File: src/rtl/key_event_reader.sv
// Board key input path: synchronise and debounce four active-low keys, turn each
// accepted level change into a press/release event and queue it for a valid/ready consumer.
module key_event_reader #(
  parameter int unsigned CLK_DIV_PERIOD = 12_000,
  parameter int unsigned DELAY          = 10,
  parameter int unsigned DEPTH          = 4
) (
  input  logic       clk,
  input  logic       rst,
  input  logic [0:3] key,
  output logic [0:3] key_state,
  output logic       evt_valid,
  output logic [1:0] evt_key,
  output logic       evt_press,
  input  logic       evt_ready,
  output logic       ovf,
  input  logic       ovf_clr
);

  localparam int unsigned AW = (DEPTH > 1) ? $clog2(DEPTH) : 1;
  localparam logic [AW:0] DEPTH_C   = (AW + 1)'(DEPTH);
  localparam logic [24:0] TICK_LAST = 25'(CLK_DIV_PERIOD - 1);
  localparam logic [3:0]  CNT_LAST  = 4'(DELAY - 1);

  typedef struct packed {
    logic [1:0] idx;
    logic       press;
  } evt_t;

  logic [0:3]    key_meta;
  logic [0:3]    key_sync;
  logic [24:0]   tick_cnt;
  logic          tick;
  logic [3:0]    db_cnt [4];
  logic [3:0]    flip;
  logic [3:0]    pend_valid;
  logic [3:0]    pend_press;
  logic [3:0]    push_mask;
  logic [1:0]    arb_idx;
  logic          arb_any;
  logic          push;
  logic          pop;
  evt_t          mem [DEPTH];
  logic [AW-1:0] wr_ptr;
  logic [AW-1:0] rd_ptr;
  logic [AW:0]   count;
  evt_t          head;

  // Two-flop synchroniser; idle level is "released".
  always_ff @(posedge clk or negedge rst) begin
    if (!rst) begin
      key_meta <= '1;
      key_sync <= '1;
    end else begin
      key_meta <= key;
      key_sync <= key_meta;
    end
  end

  assign tick = (tick_cnt == TICK_LAST);

  always_ff @(posedge clk or negedge rst) begin
    if (!rst)      tick_cnt <= '0;
    else if (tick) tick_cnt <= '0;
    else           tick_cnt <= tick_cnt + 25'd1;
  end

  // NOTE: every always_comb output gets a default first so no path leaves it unassigned (no latch).
  always_comb begin
    flip = '0;
    for (int i = 0; i < 4; i++)
      flip[i] = tick && (key_sync[i] != key_state[i]) && (db_cnt[i] == CNT_LAST);
  end

  // NOTE: sequential state uses <= so all registers update together from pre-edge values.
  always_ff @(posedge clk or negedge rst) begin
    if (!rst) begin
      key_state <= '1;
      for (int i = 0; i < 4; i++) db_cnt[i] <= '0;
    end else if (tick) begin
      for (int i = 0; i < 4; i++) begin
        if (key_sync[i] == key_state[i]) begin
          db_cnt[i] <= '0;
        end else if (flip[i]) begin
          db_cnt[i]    <= '0;
          key_state[i] <= ~key_state[i];
        end else begin
          db_cnt[i] <= db_cnt[i] + 4'd1;
        end
      end
    end
  end

  // Lowest key index wins: the loop runs downward so the last hit is the smallest index.
  always_comb begin
    arb_any = 1'b0;
    arb_idx = 2'd0;
    for (int i = 3; i >= 0; i--) begin
      if (pend_valid[i]) begin
        arb_any = 1'b1;
        arb_idx = 2'(i);
      end
    end
  end

  assign pop  = evt_valid && evt_ready;
  assign push = arb_any && ((count < DEPTH_C) || pop);

  always_comb begin
    push_mask = '0;
    if (push) push_mask[arb_idx] = 1'b1;
  end

  // A flip landing on a pending slot that is being pushed this cycle loses nothing.
  always_ff @(posedge clk or negedge rst) begin
    if (!rst) begin
      pend_valid <= '0;
      pend_press <= '0;
    end else begin
      for (int i = 0; i < 4; i++) begin
        if (flip[i]) begin
          pend_valid[i] <= 1'b1;
          pend_press[i] <= key_state[i];
        end else if (push_mask[i]) begin
          pend_valid[i] <= 1'b0;
        end
      end
    end
  end

  always_ff @(posedge clk or negedge rst) begin
    if (!rst)                                  ovf <= 1'b0;
    else if (|(flip & pend_valid & ~push_mask)) ovf <= 1'b1;
    else if (ovf_clr)                          ovf <= 1'b0;
  end

  // NOTE: storage has no reset; the occupancy count alone decides what is valid.
  always_ff @(posedge clk) begin
    if (push) mem[wr_ptr] <= {arb_idx, pend_press[arb_idx]};
  end

  always_ff @(posedge clk or negedge rst) begin
    if (!rst) begin
      wr_ptr <= '0;
      rd_ptr <= '0;
      count  <= '0;
    end else begin
      if (push) wr_ptr <= wr_ptr + 1'b1;
      if (pop)  rd_ptr <= rd_ptr + 1'b1;
      if (push && !pop)      count <= count + 1'b1;
      else if (pop && !push) count <= count - 1'b1;
    end
  end

  // Head is gated so the outputs read zero whenever nothing is queued.
  assign head      = mem[rd_ptr];
  assign evt_valid = (count != '0);
  assign evt_key   = evt_valid ? head.idx : 2'd0;
  assign evt_press = evt_valid ? head.press : 1'b0;

endmodule
File: config.mk
export PLATFORM = sky130hd
export DESIGN_NAME = key_event_reader
export DESIGN_NICKNAME = d
export VERILOG_FILES = /design/src/rtl/key_event_reader.sv
export SDC_FILE = /design/constraint.sdc
export NUM_CORES = 1
export LEC_CHECK = 0
export ABC_AREA = 1
export CAP_MARGIN = 40
export CORE_ASPECT_RATIO = 1.4
export CORE_UTILIZATION = 40
export CTS_BUF_LIST = sky130_fd_sc_hd__clkbuf_4
export DETAILED_ROUTE_END_ITERATION = 12
export PLACE_DENSITY_LB_ADDON = 0.2
export SYNTH_ARGS = -nofsm -noshare
export SYNTH_HDL_FRONTEND = slang
export SYNTH_SLANG_ARGS = --single-unit
File: constraint.sdc
create_clock -name clk -period 2.59 [get_ports clk]
set_input_delay 0.518 -clock clk [delete_from_list [all_inputs] [get_ports clk]]
set_output_delay 0.518 -clock clk [all_outputs]
set_load 0.02 [all_outputs]
==> flow_summary.ini, run 1 <==
[synth]
synth.distinct_cells = 38
avgSynthCellArea_um2 = 8.97
async_flop_share_pct = 85.2
synth_edf_count = 12
synth_nets = 476
ys_seq_area_share_pct = 51.7
synth_seq_cells = 81
yosysTopAreaCell = dfrtp_1
synth_ff_type = dfrtp_1
yosysTopAreaCellShare_pct = 35.1
syn-cell-area_um2 = 4070
syn_inst = 453
synth.area.top_cells = dfrtp_1 35%, edfxtp_1 8.9%, dfstp_2 7.8%, nand2_1 7.6%, inv_1 5.7%
yosysWarnings = 0

[timing]
max_freq_mhz = 427
tns_ns = 0
hold_viol = 0
slew_headroom_pct = 69.1
drv_slew = 0
period_share_pct = 90.4
worst_pin_slew_ns = 0.463
finalSetupViolCount = 0
rsz0062_at_grt = false
finClkSkew_ns = 0.0120
min_period_ns = 2.34

[floorplan]
io_pins = 17
die_height_um = 121
rows = 43
die_w_um = 87.2
fp.coreArea_um2 = 9900
start_util_pct = 41.1
fp.dieArea_um2 = 10600

[placement]
placed_area_um2 = 4400
hpwl_um = 5560
gp_congestion = 0.853
port_buffers = 16

[cts]
htree_levels = 3
post_cts_buffers = 0
clockBufferDepth = 2
clk_latency_ns = 0.44
clock-root-buffer = clkbuf_4
clk_pin_slew_worst_paths_ns = 0.13
cts_inserted_buffers = 9
cts_tree = yes
cts.sinks = 81

[setup_path]
crit_arrival_ns = 1.82
cp-startpoint = count[0]
required_ns = 2.07
cpPeakStageDelay_ns = 0.53
path_max_fanout = 4
r2r-start = pend_valid[1]
end_kind = output port
cp_cell_sequence = nor3_1, buf_4, inv_1, clkdlybuf4s50_1
critPathLaunchType = register
cp_slowest_cell = clkdlybuf4s50_1
path_class = register to output port

[power]
p_sw_share_pct = 29.3
leakagePower_nw = 2.17
internal_power_w = 0.00203
p_per_area_nw_per_um2 = 628
peakVddDrop_v = 0.000337
p_clk_share_pct = 29.7
pwr-share-seq_pct = 51.1
p_sw_w = 0.000842
comb_power_share_pct = 19.1

[detailed_routing]
dr_total_vias = 3010
drt_iter0_drc = 142
wirelength_um = 7630
vias_per_cell = 4.86
ant_nets = 0
drc = 0
avgRoutedWirePerCell_um = 12.3
dr.pass1.iters = 4

[global_routing]
grt_usage_pct = 16.3
grt_overflow = 0
antenna_found_initial = 0
grt_pass1_vias = 2954
grt_max_degree = 70
grt_pass1_wl_um = 13100

[final_layout]
layout_common_cells = 82 x nand2_1, 62 x inv_1, 57 x nor2_1, 56 x dfrtp_1, 22 x xor2_1
final_cell_area_um2 = 4580
antenna_cells = 0
drive_gt1_share_pct = 11.8
final_common_cell = nand2_1
syn2layout_area_growth_pct = 12.6
fin_nets = 502

[worst_hold_path]
min_path_type = input port to asynchronous set/reset pin

[flow_run]
drv_cap = 0

[outcome]
outcome = completed
[synthesized netlist by cell type, types with 3 or more instances]
cell type   n
a21oi_1    17
o31ai_1    15
o21ai_0    12
dfstp_2    12
nand4_1    10
buf_2       3
xor2_1     22
edfxtp_1   12
inv_2       7
o21ai_1     6
inv_1      62
nand2_1    82
nand2_2     3
nor3_1     11
nand3_1    18
xnor2_1     4
nor2_1     57
ha_1       14
nor2_2      6
dfrtp_1    57
[worst max-delay path, delay by kind of cell, from the launching register on]
family | cells | cell delay (ns)
buffers and inverters | 3 | 0.75
DFF | 1 | 0.45
and+or+nand+nor | 1 | 0.19
[final timing paths]
check                                to  slack, ns  cells past startpoint
max in group asynchronous   key_sync[1]       2.17                      2
setup / recovery              evt_valid       0.25                      4
setup reg to reg               count[1]       0.48                      8
hold / removal             tick_cnt[19]       0.07                      2
hold reg to reg             key_sync[2]       0.36                      0
min in group clk            key_sync[2]       0.36                      0
[metal layers]
| metal | vias to the layer above | GRT usage [%] | wire length, um |
|---|---|---|---|
| met4 | 0 | 9.02 | 207 |
| li1 | 1523 | - | - |
| met5 | - | 0 | 0 |
| met3 | 14 | 2.52 | 137 |
| met1 | 1434 | 19.4 | 3440 |
| met2 | 39 | 27.7 | 3850 |
[kinds of logic (layout without fill, tap and decap cells)]
group / after synthesis / in the layout / share of synthesized area, %
compound gates: 58 / 58 / 8.53
xor+xnor: 26 / 26 / 5.60
fa+ha+maj: 15 / 15 / 4.80
buf+inv: 74 / 105 / 7.11
flops: 81 / 81 / 51.7
mux: 1 / 1 / 0.277
simple gates: 198 / 198 / 22.0
[flip-flops by register name, indices dropped and copies added, names as in the netlist]
signal	cells
count	3
db_cnt	16
key_meta	4
key_state	4
key_sync	4
mem	12
ovf	1
pend_press	4
pend_valid	4
rd_ptr	2
tick_cnt	25
wr_ptr	2
[power by group through the flow]
stage | Sequential (W) | Clock (W) | Combinational [W]
6_report | 0.00147 | 0.000855 | 0.000549
5_1_grt | 0.00149 | 0.000941 | 0.000629
4_1_cts | 0.00147 | 0.000890 | 0.000565
3_5_place_dp | 0.00149 | 0 | 0.000559
3_3_place_gp | 0.00149 | 0 | 0.000555
2_1_floorplan | 0.00146 | 0 | 0.000369
[through the flow]
step	hold WS (ns)	instances	power, W	utilization [%]	worst slack [ns]
finish	0.0736	619	0.00287	46.2	0.250
CTS	0.0667	619	0.00292	46.1	0.0262
global route	0.0894	619	0.00306	46.2	0.0682
floorplan	0.222	453	0.00183	-	0.448
global placement	0.345	603	0.00204	44.5	0.198
detailed placement	0.347	603	0.00205	44.5	0.150
[cell type report]
type / instances / area, um^2
multi-input combinational: 298 / 1670
clock inverter: 7 / 98.8
tap: 135 / 169
clock buffer: 9 / 67.6
inverter: 69 / 259
fill: 980 / 5320
timing repair buffer: 20 / 205
sequential: 81 / 2100
[timing repair]
action	CTS	global route
resized for setup	0	4
setup endpoints to repair	0	3
hold buffers	0	0
Note: power is estimated with default switching activity, not from simulation.
==> run 2, diff against run 1 <==
--- a/config.mk
+++ b/config.mk
@@ -8,7 +8,7 @@
 export ABC_AREA = 1
 export CAP_MARGIN = 40
 export CORE_ASPECT_RATIO = 1.4
-export CORE_UTILIZATION = 40
+export CORE_UTILIZATION = 50
 export CTS_BUF_LIST = sky130_fd_sc_hd__clkbuf_4
 export DETAILED_ROUTE_END_ITERATION = 12
 export PLACE_DENSITY_LB_ADDON = 0.2
==> run 2 against run 1 <==
Net effect:
- setup slack worse by 0.098 ns
- via count rose by 0.93%
- clock skew increased by 0.0047 ns
- critical endpoint is now evt_press
==> flow_summary.ini, run 2 (synthesized netlist as in run 1, its figures left out) <==
[outcome]
outcome = completed

[detailed_routing]
wirelength_um = 7460
avgRoutedWirePerCell_um = 12.8
vias_per_cell = 5.20
drc = 0
ant_nets = 0
drt_iter0_drc = 148
dr.pass1.iters = 4
dr_total_vias = 3038

[cts]
clk_pin_slew_worst_paths_ns = 0.11
htree_levels = 3
cts.sinks = 81
cts_tree = yes
cts_hold_buf = 0
clockBufferDepth = 2
clock-root-buffer = clkbuf_4
cts_inserted_buffers = 9
clk_latency_ns = 0.44

[setup_path]
r2r_end = count[1]
cpPeakStageDelay_ns = 0.62
cp_cell_sequence = inv_1, o21ai_0, a21oi_1, clkdlybuf4s50_1
crit_buf_inv = 2
cp_top_family = buffers and inverters
r2r-start = pend_valid[1]
reg2regPathDepth = 8
crit_arrival_ns = 1.92
regToRegSetupSlack_ns = 0.45
path_class = register to output port
cp_slowest_cell = clkdlybuf4s50_1
path_max_fanout = 8
critPathLaunchType = register
required_ns = 2.07
end_kind = output port

[timing]
tns_ns = 0
hold_viol = 0
drv_slew = 0
period_share_pct = 94.2
finalSetupViolCount = 0
finClkSkew_ns = 0.0167
min_period_ns = 2.44
max_freq_mhz = 410
rsz0062_at_grt = false
worst_pin_slew_ns = 0.572
slew_headroom_pct = 61.9

[placement]
port_buffers = 16
gp_congestion = 0.853
place_inst = 568
hpwl_um = 5490

[final_layout]
drive_gt1_share_pct = 11.2
antenna_cells = 0
layout_common_cells = 82 x nand2_1, 62 x inv_1, 57 x nor2_1, 56 x dfrtp_1, 22 x xor2_1
largest_reg_flops = 25
final_util_pct = 57.3
final_common_cell = nand2_1
instances_no_fill = 584
fin_nets = 502
fillers = 715
syn2layout_area_growth_pct = 10.0
regMostFlops = tick_cnt
largestRegisters = tick_cnt (25), db_cnt (16), mem (12)

[power]
peakVddDrop_v = 0.000429
leakagePower_nw = 2.12
p_per_area_nw_per_um2 = 592

[worst_hold_path]
min_path_type = input port to asynchronous set/reset pin

[floorplan]
fp.dieArea_um2 = 8500
rows = 38
io_pins = 17
die_height_um = 109
start_util_pct = 52.1
fp.coreArea_um2 = 7800
die_w_um = 78.2

[flow_run]
drv_cap = 0

[global_routing]
grt_overflow = 0
antenna_found_initial = 0
grt_max_degree = 46
grt_pass1_vias = 2963
grt_pass1_wl_um = 13000
grt_usage_pct = 20.1
## run 2: cell count changes in the layout (fill, tap and decap cells not counted)
cell,before,now
clkinv_2,1,0
clkbuf_4,9,10
inv_6,3,0
clkinvlp_4,1,2
bufinv_16,2,0
clkinv_1,0,3
clkinv_4,0,1
clkdlybuf4s50_1,12,14
dlymetal6s2s_1,3,1
## run 2: per-stage QoR
stage               area [um^2]  setup slack (ns)  hold slack, ns  power, W
floorplan                  4070             0.448           0.222   0.00183
global placement           4360             0.219           0.346   0.00204
detailed placement         4360             0.163           0.348   0.00207
CTS                        4470            0.0585          0.0682   0.00268
global route               4470            0.0175          0.0994   0.00282
finish                     4470             0.151          0.0700   0.00265
## run 2: repair_timing
item | 4_1_cts | 5_1_grt
gates resized for setup | 0 | 2
buffers inserted | 0 | 0
setup endpoints to repair | 0 | 3
## run 2: per-layer routing
layer	routed length, um	track usage, %	part of all wire, %
met1	3330	23.4	45
met2	3740	35.3	50
met3	217	3.60	2.9
met4	181	10.1	2.4
met5	0	0	0
## run 2: where the power goes
part           total (W)  switching, W  internal (W)
logic           0.000565      0.000317      0.000248
registers        0.00147     0.0000770       0.00139
clock network   0.000615      0.000415      0.000200
## run 2: layout make-up
type                    count  area (um^2)  area share, %
clock inverters             6         35.0          0.783
flip-flops and latches     81         2100           47.0
well taps                 100          125           2.80
repair buffers             20          200           4.48
multi-input cells         298         1670           37.4
inverters                  69          259           5.79
clock buffers              10         75.1           1.68
## run 2: worst max path at each step
stage	start	end	slack [ns]	cells after the start
floorplan	pend_valid[1]	count[1]	0.45	8
global placement	evt_ready	count[2]	0.22	11
detailed placement	evt_ready	count[2]	0.16	11
CTS	rd_ptr[0]	evt_key[0]	0.06	4
global route	rd_ptr[0]	evt_key[1]	0.02	4
finish	rd_ptr[0]	evt_press	0.15	4
